`config.mk`:
```
export PLATFORM = sky130hd
export DESIGN_NAME = la_capture_ctrl
export DESIGN_NICKNAME = d
export VERILOG_FILES = /design/src/rtl/la_pkg.sv /design/src/rtl/la_trig_match.sv /design/src/rtl/la_capture_ctrl.sv
export SDC_FILE = /design/constraint.sdc
export NUM_CORES = 1
export LEC_CHECK = 0
export CORE_AREA = 2 2 155 157
export DETAILED_ROUTE_END_ITERATION = 12
export DIE_AREA = 0 0 157 159
export SYNTH_ARGS = -nofsm -noshare
export SYNTH_HDL_FRONTEND = slang
export SYNTH_SLANG_ARGS = --single-unit
```
`constraint.sdc`:
```
create_clock -name in_clk -period 5.9 [get_ports in_clk]
set_input_delay 1.18 -clock in_clk [delete_from_list [all_inputs] [get_ports in_clk]]
set_output_delay 1.18 -clock in_clk [all_outputs]
set_load 0.05 [all_outputs]
```
`src/rtl/la_pkg.sv`:
```
// rtl/la_pkg.sv - shared state encoding, width defaults and trigger compare for the logic analyzer
package la_pkg;

  localparam int LA_DW = 16;
  localparam int LA_AW = 10;

  typedef enum logic [2:0] {
    S_IDLE      = 3'd0,
    S_FILL      = 3'd1,
    S_WAIT_TRIG = 3'd2,
    S_POST      = 3'd3,
    S_DONE      = 3'd4
  } la_state_e;

  function automatic logic la_trig_hit(input logic [LA_DW-1:0] sample,
                                       input logic [LA_DW-1:0] value,
                                       input logic [LA_DW-1:0] mask,
                                       input logic             force_trig);
    return (((sample ^ value) & mask) == '0) || force_trig;
  endfunction

endpackage

```
`src/rtl/la_trig_match.sv`:
```
// rtl/la_trig_match.sv - combinational mask/value trigger comparator with force override
module la_trig_match
  import la_pkg::*;
(
  input  logic [LA_DW-1:0] sample_i,
  input  logic [LA_DW-1:0] mask_i,
  input  logic [LA_DW-1:0] value_i,
  input  logic             force_i,
  output logic             hit_o
);

  assign hit_o = la_trig_hit(sample_i, value_i, mask_i, force_i);

endmodule

```
`src/rtl/la_capture_ctrl.sv`:
```
// rtl/la_capture_ctrl.sv - pre/post-trigger circular capture into the sample BRAM
module la_capture_ctrl
  import la_pkg::*;
#(
  parameter int DW = LA_DW,
  parameter int AW = LA_AW
) (
  input  logic          in_clk,
  input  logic          in_rst,
  input  logic [DW-1:0] in_sample,
  input  logic          in_sample_valid,
  input  logic          in_arm,
  input  logic          in_abort,
  input  logic          in_force_trig,
  input  logic [DW-1:0] in_trig_mask,
  input  logic [DW-1:0] in_trig_value,
  input  logic [AW-1:0] in_pretrig,
  input  logic [AW-1:0] in_posttrig,
  input  logic [AW-1:0] in_rd_addr,
  output logic          out_we,
  output logic [AW-1:0] out_addr,
  output logic [DW-1:0] out_data,
  output logic          out_armed,
  output logic          out_triggered,
  output logic          out_done,
  output logic [AW-1:0] out_trig_addr,
  output logic [AW-1:0] out_start_addr
);

  la_state_e     state_q, state_d;
  logic [AW-1:0] wr_ptr_q, wr_ptr_d;
  logic [AW-1:0] pre_cnt_q, pre_cnt_d;
  logic [AW-1:0] post_cnt_q, post_cnt_d;
  logic [DW-1:0] mask_q, mask_d;
  logic [DW-1:0] value_q, value_d;
  logic [AW-1:0] pretrig_q, pretrig_d;
  logic [AW-1:0] posttrig_q, posttrig_d;
  logic          we_q, we_d;
  logic [AW-1:0] waddr_q, waddr_d;
  logic [DW-1:0] data_q, data_d;
  logic [AW-1:0] trig_addr_q, trig_addr_d;
  logic [AW-1:0] start_addr_q, start_addr_d;
  logic          hit;

  la_trig_match u_trig_match (
    .sample_i (in_sample),
    .mask_i   (mask_q),
    .value_i  (value_q),
    .force_i  (in_force_trig),
    .hit_o    (hit)
  );

  always_comb begin
    state_d      = state_q;
    wr_ptr_d     = wr_ptr_q;
    pre_cnt_d    = pre_cnt_q;
    post_cnt_d   = post_cnt_q;
    mask_d       = mask_q;
    value_d      = value_q;
    pretrig_d    = pretrig_q;
    posttrig_d   = posttrig_q;
    we_d         = 1'b0;
    waddr_d      = waddr_q;
    data_d       = data_q;
    trig_addr_d  = trig_addr_q;
    start_addr_d = start_addr_q;

    if (in_abort) begin
      state_d = S_IDLE;
    end else begin
      case (state_q)
        S_IDLE, S_DONE: begin
          if (in_arm) begin
            mask_d     = in_trig_mask;
            value_d    = in_trig_value;
            pretrig_d  = in_pretrig;
            posttrig_d = in_posttrig;
            wr_ptr_d   = '0;
            pre_cnt_d  = '0;
            post_cnt_d = '0;
            state_d    = (in_pretrig == '0) ? S_WAIT_TRIG : S_FILL;
          end
        end
        S_FILL, S_WAIT_TRIG: begin
          if (in_sample_valid) begin
            we_d      = 1'b1;
            waddr_d   = wr_ptr_q;
            data_d    = in_sample;
            wr_ptr_d  = wr_ptr_q + 1'b1;
            pre_cnt_d = (pre_cnt_q == '1) ? pre_cnt_q : pre_cnt_q + 1'b1;
            // FILL never qualifies a trigger; it only hands over once enough history exists
            if (state_q == S_FILL) begin
              if (pre_cnt_d >= pretrig_q) state_d = S_WAIT_TRIG;
            end else if (hit) begin
              trig_addr_d  = wr_ptr_q;
              start_addr_d = wr_ptr_q - pretrig_q;
              post_cnt_d   = '0;
              state_d      = S_POST;
            end
          end
        end
        S_POST: begin
          // Completion is checked before accepting a sample, so DONE lands one cycle after the last write
          if (post_cnt_q >= posttrig_q) begin
            state_d = S_DONE;
          end else if (in_sample_valid) begin
            we_d       = 1'b1;
            waddr_d    = wr_ptr_q;
            data_d     = in_sample;
            wr_ptr_d   = wr_ptr_q + 1'b1;
            post_cnt_d = post_cnt_q + 1'b1;
          end
        end
        default: state_d = S_IDLE;
      endcase
    end
  end

  always_ff @(posedge in_clk or posedge in_rst) begin
    if (in_rst) begin
      state_q      <= S_IDLE;
      wr_ptr_q     <= '0;
      pre_cnt_q    <= '0;
      post_cnt_q   <= '0;
      mask_q       <= '0;
      value_q      <= '0;
      pretrig_q    <= '0;
      posttrig_q   <= '0;
      we_q         <= 1'b0;
      waddr_q      <= '0;
      data_q       <= '0;
      trig_addr_q  <= '0;
      start_addr_q <= '0;
    end else begin
      state_q      <= state_d;
      wr_ptr_q     <= wr_ptr_d;
      pre_cnt_q    <= pre_cnt_d;
      post_cnt_q   <= post_cnt_d;
      mask_q       <= mask_d;
      value_q      <= value_d;
      pretrig_q    <= pretrig_d;
      posttrig_q   <= posttrig_d;
      we_q         <= we_d;
      waddr_q      <= waddr_d;
      data_q       <= data_d;
      trig_addr_q  <= trig_addr_d;
      start_addr_q <= start_addr_d;
    end
  end

  // Readout owns the address port whenever no capture is running
  assign out_addr       = (state_q == S_IDLE || state_q == S_DONE) ? in_rd_addr : waddr_q;
  assign out_we         = we_q;
  assign out_data       = data_q;
  assign out_armed      = (state_q == S_FILL) || (state_q == S_WAIT_TRIG);
  assign out_triggered  = (state_q == S_POST) || (state_q == S_DONE);
  assign out_done       = (state_q == S_DONE);
  assign out_trig_addr  = trig_addr_q;
  assign out_start_addr = start_addr_q;

endmodule

```
==> qor.yml <==
drt:
  wirelength_microns: 17730
  vias: 5449
  dr.pass1.iters: 4
  avgRoutedWirePerCell_microns: 15.42
  drcViolationCount: 0
  drtAntennaViolNets: 0
  drt_iter0_drc: 177
  vias_per_cell: 4.738
timing:
  worst_slew_pin_slew_ps: 1201
  drv_slew: 0
  fin_skew_ps: 7.602
  fmax_ghz: 0.2649
  rsz0062_at_grt: "false"
  fin_crit_sh_pct: 63.99
  tns_ps: 0
  setup_violations: 0
  timing.slew.headroom_pct: 19.61
  hold_violations: 0
  hold_ws_ps: 485.1
  finalCriticalPeriod_ps: 3776
job:
  maxCapViolCount: 0
clocking:
  cts_setup_buffers: 0
  numCtsBuffers: 17
  root_buffer: "clkbuf_16"
  tritoncts: "yes"
  cts_resized: 0
  numClockSinks: 132
  cts.path.max_buffers: 2
  path_clk_slew_ps: 60
  clkLatencyLatePin_ps: 420
  htreeDepth: 4
  postCtsHoldBufs: 0
cells_and_area:
  drive_above_1_share_pct: 12.52
  utilization_pct: 39.23
  nets: 938
  nFillCells: 2296
  fin_cells: 1150
  area_delta_synth_final_pct: 31.60
  fin_area_sq_mm: 0.009097
  diodes: 0
synth:
  synth_edf_count: 0
  async_flop_share_pct: 100.0
  syn_area_sq_mm: 0.006913
  syn-num-nets: 803
  synth.distinct_cells: 60
  syn_inst: 686
  synth_seq_cells: 132
  ys.warnings.count: 0
  ys.flop_type: "dfrtp_1"
  syn_area_per_cell_sq_um: 10.08
  seq_area_frac_synth_pct: 47.78
grt:
  overflow: 0
  antenna_found_initial: 0
  grt_pass1_vias: 5444
  grt_max_degree: 78
  grt_pass1_wl_microns: 28570
  grtUsageTotal_pct: 14.46
floorplan:
  rows: 56
  dieHeight_microns: 159
  num_io_pins: 134
  dieWidth_microns: 157
  die-area_sq_mm: 0.02496
  start_util_pct: 29.81
  core_area_sq_mm: 0.02319
power:
  p_per_area_mw_per_mm2: 486.2
  p_leak_nw: 4.157
  peakVddDrop_v: 0.0002888
run_status:
  status: "completed"
worst_setup_path:
  worstSetupStartpoint: "in_rd_addr[8]"
  critPathTopFamily: "buffers and inverters"
  crit_fanout: 1
  cp.required_ps: 4720
  crit_slowest_cell: "clkdlybuf4s50_1"
  path_depth: 3
  path_cells: "clkdlybuf4s50_1 -> mux2_2 -> clkdlybuf4s50_1"
  arrival_ps: 2600
  worstReg2RegEnd: "state_q[1]"
  cp-start-kind: "primary input"
  worstSetupEndpoint: "out_addr[8]"
  slowest_delay_ps: 800
  path_class: "in -> out"
  cpMostUsedCell: "clkdlybuf4s50_1"
  worst_r2r_path_depth: 10
  end_kind: "output pin"
  r2r_start: "pre_cnt_q[3]"
  rrSetupSlack_ps: 2900
  worst-path-buf-inv: 2
hold_path:
  hold_path_class: "reg -> reg"
placed_design:
  port_buffers: 133
  gp_congestion: 0.8041
  dp_cells: 1121
  post_dp_cell_area_sq_mm: 0.008578
  dp.final_hpwl_microns: 12880
synth_stat cells, types with 7 or more instances:
library cell	count	area [sq um]
nand2_1	140	525.5
xor2_1	22	192.7
ha_1	32	400.4
o21ai_0	39	195.2
nand4_1	10	62.56
clkbuf_1	11	41.29
nand3_1	14	70.07
nand2b_1	7	43.79
xnor2_1	7	61.31
o31ai_1	7	52.55
a31oi_1	7	43.79
inv_1	29	108.9
dfrtp_1	132	3303
nor2_1	23	86.33
a22oi_1	9	67.56
a21oi_1	24	120.1
mux2_2	57	641.9
nor2b_1	8	50.05
buf_2	9	45.04
worst min path at each step:
stage,end,start,cells past startpoint
after detailed placement,mask_q[12],mask_q[12],2
after global placement,mask_q[3],mask_q[3],2
after floorplan,mask_q[10],mask_q[10],2
after global routing,mask_q[8],mask_q[8],2
after CTS,mask_q[12],mask_q[12],2
final,mask_q[3],mask_q[3],2
stage by stage:
| stage | total power [mW] | setup WS [ps] |
|---|---|---|
| 2_1_floorplan | 2.868 | 1194 |
| 3_3_place_gp | 3.474 | 1895 |
| 3_5_place_dp | 3.507 | 1876 |
| 4_1_cts | 4.479 | 2118 |
| 5_1_grt | 4.718 | 2068 |
| 6_report | 4.423 | 2124 |
cell type report:
| type | instances | area [sq um] | area share [%] |
|---|---|---|---|
| multi-input cells | 501 | 3382 | 37.18 |
| flip-flops and latches | 132 | 3303 | 36.31 |
| repair buffers | 139 | 1376 | 15.13 |
| clock buffers | 24 | 491.7 | 5.405 |
| well taps | 319 | 399.1 | 4.387 |
| inverters | 30 | 117.6 | 1.293 |
| clock inverters | 5 | 27.53 | 0.3026 |
power breakdown:
part | leakage, nW | internal (mW) | switching [mW]
sequential | 1.70 | 1.22 | 0.215
combinational | 2.20 | 0.819 | 1.22
clock | 0.258 | 0.571 | 0.375
total | 4.16 | 2.61 | 1.81
layer usage:
layer | GRT usage (%) | up-vias | part of all wire, %
li1 | - | 2675 | -
met1 | 19.43 | 2609 | 46
met2 | 22.31 | 143 | 46
met3 | 4.682 | 22 | 7.0
met4 | 4.087 | 0 | 1.3
met5 | 0 | - | 0
worst register-to-register path, stage by stage, from the launching register on:
cell and delay, ps:
dfrtp_1 450, and4_4 270, and4_1 280, and3_1 270
mux2_2 360, ha_1 270, a2111o_1 360, a31oi_1 200
o21ai_0 200, nand3b_1 140, mux2i_1 70
kinds of logic after synthesis:
family / after synthesis / synth area share (%)
DFF: 132 / 47.78
muxes: 63 / 10.17
adders and majority gates: 33 / 6.081
xor gates and xnor gates: 29 / 3.674
buffers and inverters: 53 / 3.366
AOI/OAI and AO/OA: 125 / 11.78
and+or+nand+nor: 251 / 17.14
layout by cell type, fill, tap and decap left out, types with 3 or more instances in the layout:
cell type,count
a22oi_1,9
o31ai_1,7
o21ai_0,39
nor4_1,3
or3_1,5
o211ai_1,3
dfrtp_1,132
mux2_2,57
and3_1,6
ha_1,32
a31oi_1,7
clkbuf_1,3
xnor2_1,7
mux2i_1,5
a22o_1,6
a21oi_1,24
buf_4,6
inv_1,28
nand4_1,10
clkinv_2,4
or2_2,4
a41oi_1,3
or4_1,6
nor2_1,23
nand2b_1,7
clkbuf_8,4
nor2b_1,8
a21o_1,5
nand3_1,14
nand3b_1,3
clkbuf_16,17
nand2_1,140
o21a_1,4
nor3_1,6
xor2_1,22
or2b_1,4
clkdlybuf4s50_1,133
Power figures use the tool's default switching activity.
